<file path="config.mk">
export PLATFORM = sky130hd
export DESIGN_NAME = dp_ram_pipe
export DESIGN_NICKNAME = d
export VERILOG_FILES = /design/src/rtl/dp_ram_pipe.sv
export SDC_FILE = /design/constraint.sdc
export NUM_CORES = 1
export LEC_CHECK = 0
export BUFFER_PORTS_ARGS = -buffer_cell sky130_fd_sc_hd__buf_2
export CAP_MARGIN = 20
export CELL_PAD_IN_SITES_DETAIL_PLACEMENT = 1
export CELL_PAD_IN_SITES_GLOBAL_PLACEMENT = 1
export CORE_MARGIN = 2
export CORE_UTILIZATION = 58
export CTS_CLUSTER_DIAMETER = 200
export DETAILED_ROUTE_END_ITERATION = 16
export PLACE_DENSITY = 0.95
export RECOVER_POWER = 100
export SYNTH_ARGS = -nofsm -noshare
export SYNTH_HDL_FRONTEND = slang
export SYNTH_SLANG_ARGS = --single-unit
</file>
<file path="constraint.sdc">
create_clock -name clk -period 3.4 [get_ports clk]
set_clock_uncertainty 0.05 [all_clocks]
set_input_delay 0.34 -clock clk [delete_from_list [all_inputs] [get_ports clk]]
set_output_delay 0.34 -clock clk [all_outputs]
set_load 0.1 [all_outputs]
</file>
<file path="src/rtl/dp_ram_pipe.sv">
// rtl/dp_ram_pipe.sv - simple dual-port RAM with byte enables, 1/2-cycle read latency and init tracking
module dp_ram_pipe #(
  parameter int DATA_W  = 32,
  parameter int ADDR_W  = 4,
  parameter int DEPTH   = 16,
  parameter int RD_LAT  = 1,
  parameter int RD_MODE = 1
) (
  input  logic                  clk,
  input  logic                  rst,
  input  logic                  wr_en,
  input  logic [ADDR_W-1:0]     wr_addr,
  input  logic [DATA_W-1:0]     w_data,
  input  logic [DATA_W/8-1:0]   w_be,
  input  logic                  rd_en,
  input  logic [ADDR_W-1:0]     rd_addr,
  output logic [DATA_W-1:0]     r_data,
  output logic                  r_valid,
  output logic                  r_init,
  output logic                  r_err,
  output logic                  wr_err
);

  localparam int NB = DATA_W / 8;
  localparam logic [ADDR_W:0] DEPTH_L = DEPTH[ADDR_W:0];

  generate
    if (RD_LAT != 1 && RD_LAT != 2) begin : g_bad_lat
      $error("dp_ram_pipe: RD_LAT must be 1 or 2");
    end
    if (DATA_W % 8 != 0 || DATA_W < 8) begin : g_bad_width
      $error("dp_ram_pipe: DATA_W must be a non-zero multiple of 8");
    end
    if (DEPTH < 1 || DEPTH > (1 << ADDR_W)) begin : g_bad_depth
      $error("dp_ram_pipe: DEPTH must be in 1..2**ADDR_W");
    end
  endgenerate

  logic [DATA_W-1:0] mem_q [DEPTH];
  logic [DEPTH-1:0]  init_q, init_d;
  logic              wr_err_q;
  logic              r_valid_q, r_init_q, r_err_q;
  logic [DATA_W-1:0] r_data_q;

  logic              wr_in, rd_in, wr_ok;
  logic [DATA_W-1:0] wr_old, wr_word_d;
  logic [DATA_W-1:0] rd_word_d;
  logic              rd_init_d, rd_err_d;

  assign wr_in = ({1'b0, wr_addr} < DEPTH_L);
  assign rd_in = ({1'b0, rd_addr} < DEPTH_L);
  assign wr_ok = wr_en & wr_in;

  // Bytes not enabled keep the old word; an uninitialised word contributes zeros,
  // so a partial first write never leaves undefined bytes in the array.
  always_comb begin
    wr_old = '0;
    if (wr_in && init_q[wr_addr]) wr_old = mem_q[wr_addr];
    wr_word_d = wr_old;
    for (int i = 0; i < NB; i++) begin
      if (w_be[i]) wr_word_d[8*i +: 8] = w_data[8*i +: 8];
    end
  end

  always_comb begin
    rd_word_d = '0;
    rd_init_d = 1'b0;
    rd_err_d  = ~rd_in;
    if (rd_in) begin
      rd_init_d = init_q[rd_addr];
      if (rd_init_d) rd_word_d = mem_q[rd_addr];
      if (RD_MODE == 1 && wr_ok && wr_addr == rd_addr) begin
        rd_init_d = 1'b1;
        rd_word_d = wr_word_d;
      end
    end
  end

  always_comb begin
    init_d = init_q;
    if (wr_ok) init_d[wr_addr] = 1'b1;
  end

  always_ff @(posedge clk) begin
    if (wr_ok) mem_q[wr_addr] <= wr_word_d;
  end

  always_ff @(posedge clk or negedge rst) begin
    if (!rst) begin
      init_q   <= '0;
      wr_err_q <= 1'b0;
    end else begin
      init_q   <= init_d;
      wr_err_q <= wr_en & ~wr_in;
    end
  end

  logic              s_vld;
  logic [DATA_W-1:0] s_data;
  logic              s_init, s_err;

  // Read result is captured at issue, so a later write cannot alter an in-flight read.
  generate
    if (RD_LAT == 2) begin : g_lat2
      logic              p_vld_q, p_init_q, p_err_q;
      logic [DATA_W-1:0] p_data_q;

      always_ff @(posedge clk or negedge rst) begin
        if (!rst) begin
          p_vld_q  <= 1'b0;
          p_data_q <= '0;
          p_init_q <= 1'b0;
          p_err_q  <= 1'b0;
        end else begin
          p_vld_q <= rd_en;
          if (rd_en) begin
            p_data_q <= rd_word_d;
            p_init_q <= rd_init_d;
            p_err_q  <= rd_err_d;
          end
        end
      end

      assign s_vld  = p_vld_q;
      assign s_data = p_data_q;
      assign s_init = p_init_q;
      assign s_err  = p_err_q;
    end else begin : g_lat1
      assign s_vld  = rd_en;
      assign s_data = rd_word_d;
      assign s_init = rd_init_d;
      assign s_err  = rd_err_d;
    end
  endgenerate

  always_ff @(posedge clk or negedge rst) begin
    if (!rst) begin
      r_valid_q <= 1'b0;
      r_data_q  <= '0;
      r_init_q  <= 1'b0;
      r_err_q   <= 1'b0;
    end else begin
      r_valid_q <= s_vld;
      if (s_vld) begin
        r_data_q <= s_data;
        r_init_q <= s_init;
        r_err_q  <= s_err;
      end
    end
  end

  assign r_data  = r_data_q;
  assign r_valid = r_valid_q;
  assign r_init  = r_init_q;
  assign r_err   = r_err_q;
  assign wr_err  = wr_err_q;

endmodule

</file>
Word-level counts from Yosys, hierarchy flattened --
Memories as Yosys holds them, arrays and structs flattened. Cells that the tools add are included.
Storage, ports and cells: output and inout bits 36, bits in writable memories 512, memories 1, input bits 48, register bits 50, word-level logic and storage cells 28
Memory list:
- mem_q | depth 16, width 32, read ports 2, clocked after Yosys merged registers in 0, write ports 1, line 39 | logic [DATA_W-1:0] mem_q [DEPTH];
Cells by class: equality and inequality tests 1, reduce and logical (&&, ||, !) cells 2, bitwise gates (word level) 1, magnitude comparators 3, mux-type cells 16
Operator list (number):
- two-way mux 32 bit | 3
- two-way mux 8 bit | 4
- OR 16 bit | 1
- < comparator 4 x 5 -> 1 bit (second input constant) | 2
- binary-select mux 1 bit (select 4 bit) | 2
- two-way mux 1 bit | 6
- demux 1 bit (select 4 bit) | 1
- equality test 4 bit | 1
- >= comparator 4 x 1 -> 1 bit (second input constant) | 1
- logical AND 1 bit | 2

Longest topological paths before layout --
depth after elaboration 5, mapped depth 10, gate-level depth less buffers 5

Worst setup path after synthesis --
No wires, ideal clock.
kind input port to flip-flop, from in wr_addr[0], to mem mem_q[0][0] (enable), stages on the path 5, required time 2888 ps, setup time 462 ps, data arrival time 3680 ps, slack -793 ps, buffers on the path 3, cells stage by stage buf_4 -> buf_2 -> buf_2 -> or3b_2 -> nor3_1
RTL lines:
- start: declaration | line 12 | input logic [ADDR_W-1:0] wr_addr,
- end: declaration | line 39
Straight into the memory's write port.

Final worst setup path --
from in wr_addr[3], to mem mem_q[13][4] (enable)
Straight into the memory's write port.

==> key figures <==
Outcome
  – Status: finished, violations left
  – Failing checks: max-capacitance violations, max-slew violations, negative setup slack

Timing
  – Final setup violating endpoints: 16
  – RSZ-0062 raised after global routing: false
  – Final worst path period share: 1.004
  – Hold Violations, Final: 0
  – Final hold slack: between 0.007 and 0.008 ns
  – Slew HR: -0.6642
  – Fin. max-slew vios: ~180
  – Setup ws final: -0.01453 ns
  – FMAX: a little under 300 MHz
  – Measured slew at the worst slew-check pin: ~2.5 ns
  – Min cycle time layout: 3.415 ns

GRT
  – M1 GR Usage: 0.5141
  – M2 GR Usage: 0.6437
  – Most used routing layer: met2
  – Largest net degree at the start of global routing: 57
  – Met3 Use GR: 0.1172
  – Vias in the first global route: a little under 20,000
  – Global-route wire length before repair: 138,400 um
  – Initial antenna violation count: 3
  – Grt ovf: 0
  – Gr usage total: 0.4175

Synth
  – Yosys warning count: 0
  – Seq/Total Area, Yosys: 0.6353
  – Mean cell area of the mapped netlist: roughly 17 um^2
  – Synth cell types: 39
  – #FFs+latches synth: about 560
  – Synth Instances: ~1,500
  – Syn Std Cell Area: approximately 0.026 mm^2

Final layout
  – Layout cells sized above 1: 0.2617
  – Fillcell total: roughly 3,700
  – Final #Nets: roughly 1,700
  – Syn-to-layout area delta: 13.35%
  – Design area: a little under 0.03 mm^2
  – Most frequent cells in the layout: edfxtp_1 (512), mux4_2 (203), mux2i_1 (126)
  – Leading cell type in the layout, fill and taps excluded: edfxtp_1

Floorplan
  – Rows: slightly below 80
  – Initial core utilization: 0.5893
  – IO Pins: 84
  – Die area: 0.04684 mm^2
  – Die height: between 200 and 250 um
  – CORE AREA: 0.04441 mm^2
  – Die X: between 200 and 250 um

Routing
  – Post-DRT Antenna Nets: 0
  – Via count: approximately 18,000
  – Drt initial violations: 3,135
  – Drt first pass iters: 6
  – DRC viols: 0
  – Via-to-Cell Ratio: about 8.0
  – Detailed-route wire length per cell: 41.76 um
  – Total Wirelength: approximately 96,000 um

Place
  – Input/output buffers: 81
  – Placed inst area: 0.02803 mm^2
  – Placer Congestion: ~0.86
  – Setup WS pre-CTS: between 0.04 and 0.05 ns
  – Detailed-placement wirelength estimate: about 53,000 um

Hold path
  – Hold Crit Depth: 3
  – Min-Delay Path Class: input pin to register

Clock tree
  – Post-cts gate resize count: 0
  – Post-CTS setup buffer count: 0
  – Clock sink count: approximately 560
  – Clock buffer count from CTS: slightly below 60
  – Root buffer selected by CTS: clkbuf_16
  – Reg clk slew, reported paths: 0.06 ns
  – Max clock buf depth: 3
  – Later-pin clock latency in the skew report: around 0.65 ns
  – H-Tree Depth: 2
  – CTS tree: built

Worst setup path
  – CP Class: input pin to register
  – Crit end category: register
  – Worst EP arrival: 3.64 ns
  – Max FO, Critical Path: 20
  – Reg2Reg Depth: 5
  – CP Data Required Time: approximately 3.6 ns
  – Crit path launch type: input pin

Power and ir drop
  – Total power: 17.03 mW
  – Cell area power density: ~570 mW/mm^2
  – Leak pwr: a little under 10 nW
  – VDD IR max: 0.4883 mV

Run
  – Max-Cap Viols: 11
==> power by group <==
part / switching (mW) / internal [mW]
sequential: 0.164 / 7.89
combinational: 1.77 / 0.700
clock: 2.84 / 3.67
==> flip-flops by register name, indices dropped and copies added (netlist names) <==
name     cells
r_data      32
r_valid      1
init_q      16
r_init       1
mem_q      512
==> final cells by class <==
class,instances,area [um^2],share of cell area
flip-flops and latches,562,16630,0.5604
multi-input cells,813,9051,0.3051
clock buffers,83,1617,0.05449
repair buffers,211,1364,0.04597
well taps,592,740.7,0.02497
clock inverters,24,250.2,0.008435
diodes,7,17.52,0.0005905
==> through the flow <==
| stage | TNS [ns] | utilization | instances |
|---|---|---|---|
| after CTS | 0 | 0.6761 | 2285 |
| after global routing | 0 | 0.6677 | 2287 |
| after detailed placement | 0 | 0.6311 | 2165 |
| after floorplan | 0 | - | 1504 |
| final | -0.1292 | 0.6679 | 2292 |
| after global placement | 0 | 0.6294 | 2153 |
==> final timing paths <==
check / end / startpoint / slack (ns)
setup / recovery: mem_q[13][4]$_DFFE_PP_ / wr_addr[3] / -0.01
hold / removal: r_data[0]$_DFFE_PN0P_ / w_data[0] / 0.008
setup reg to reg: mem_q[6][31]$_DFFE_PP_ / init_q[10]$_DFFE_PN0P_ / 0.04
hold reg to reg: init_q[6]$_DFFE_PN0P_ / init_q[6]$_DFFE_PN0P_ / 0.45
max in group asynchronous: r_data[18]$_DFFE_PN0P_ / rst / 0.32
min in group asynchronous: r_data[14]$_DFFE_PN0P_ / rst / 0.78
==> Yosys cell counts <==
master / number / area (um^2)
edfxtp_1: 512 / 15370
mux4_2: 203 / 4572
mux2i_1: 126 / 1261
clkbuf_1: 69 / 259.0
nor2_1: 69 / 259.0
a22oi_1: 62 / 465.5
dfrtp_1: 50 / 1251
buf_2: 41 / 205.2
nand2b_1: 38 / 237.7
nand2_1: 34 / 127.6
o21ai_0: 33 / 165.2
a221oi_1: 32 / 280.3
a22o_1: 32 / 280.3
nand3_1: 32 / 160.2
a41oi_1: 31 / 271.5
o211ai_1: 24 / 180.2
or2_2: 24 / 150.1
or4_1: 24 / 180.2
buf_4: 12 / 90.09
buf_1: 7 / 26.28
o2111ai_1: 7 / 61.31
or3_1: 7 / 43.79
nor3_1: 6 / 30.03
and2_1: 3 / 18.77
and4b_1: 3 / 30.03
mux2_2: 3 / 33.78
nor2b_1: 3 / 18.77
xor2_1: 3 / 26.28
and3b_1: 2 / 17.52
nand3b_1: 2 / 15.01
a31oi_1: 1 / 6.260
and3_1: 1 / 6.260
and4b_4: 1 / 13.76
conb_1: 1 / 3.750
mux2i_2: 1 / 13.76
nor3b_1: 1 / 7.510
o32a_1: 1 / 10.01
or3b_2: 1 / 8.760
xnor2_1: 1 / 8.760
==> logic make-up (layout without fill, tap and decap cells) <==
logic type,Yosys count,in the layout,synth area share
multiplexers,333,333,0.2247
AO/OA/AOI/OAI,223,223,0.06574
buffers and inverters,129,318,0.02218
AND/OR/NAND/NOR,251,251,0.05063
XOR/XNOR,4,4,0.001339
flip-flops,562,562,0.6353
other,1,9,0.0001433
==> worst max-delay path, stage by stage <==
cell and delay, ns:
clkbuf_1 0.77, nand3_1 0.29, nor2_2 1.43, clkbuf_2 0.78
==> timing repair <==
action / in CTS / in global routing
endpoints found under the setup margin: 0 / 0
hold buffers: 13 / 0
endpoints found under the hold margin: 28 / 0
==> layer usage <==
| layer | share of wire | wire length (um) | vias up |
|---|---|---|---|
| li1 | - | - | 6615 |
| met4 | 0.080 | 7613 | 0 |
| met3 | 0.14 | 13530 | 613 |
| met1 | 0.31 | 30030 | 9121 |
| met5 | 0 | 0 | - |
| met2 | 0.47 | 44540 | 1997 |
Power figures use the tool's default switching activity.
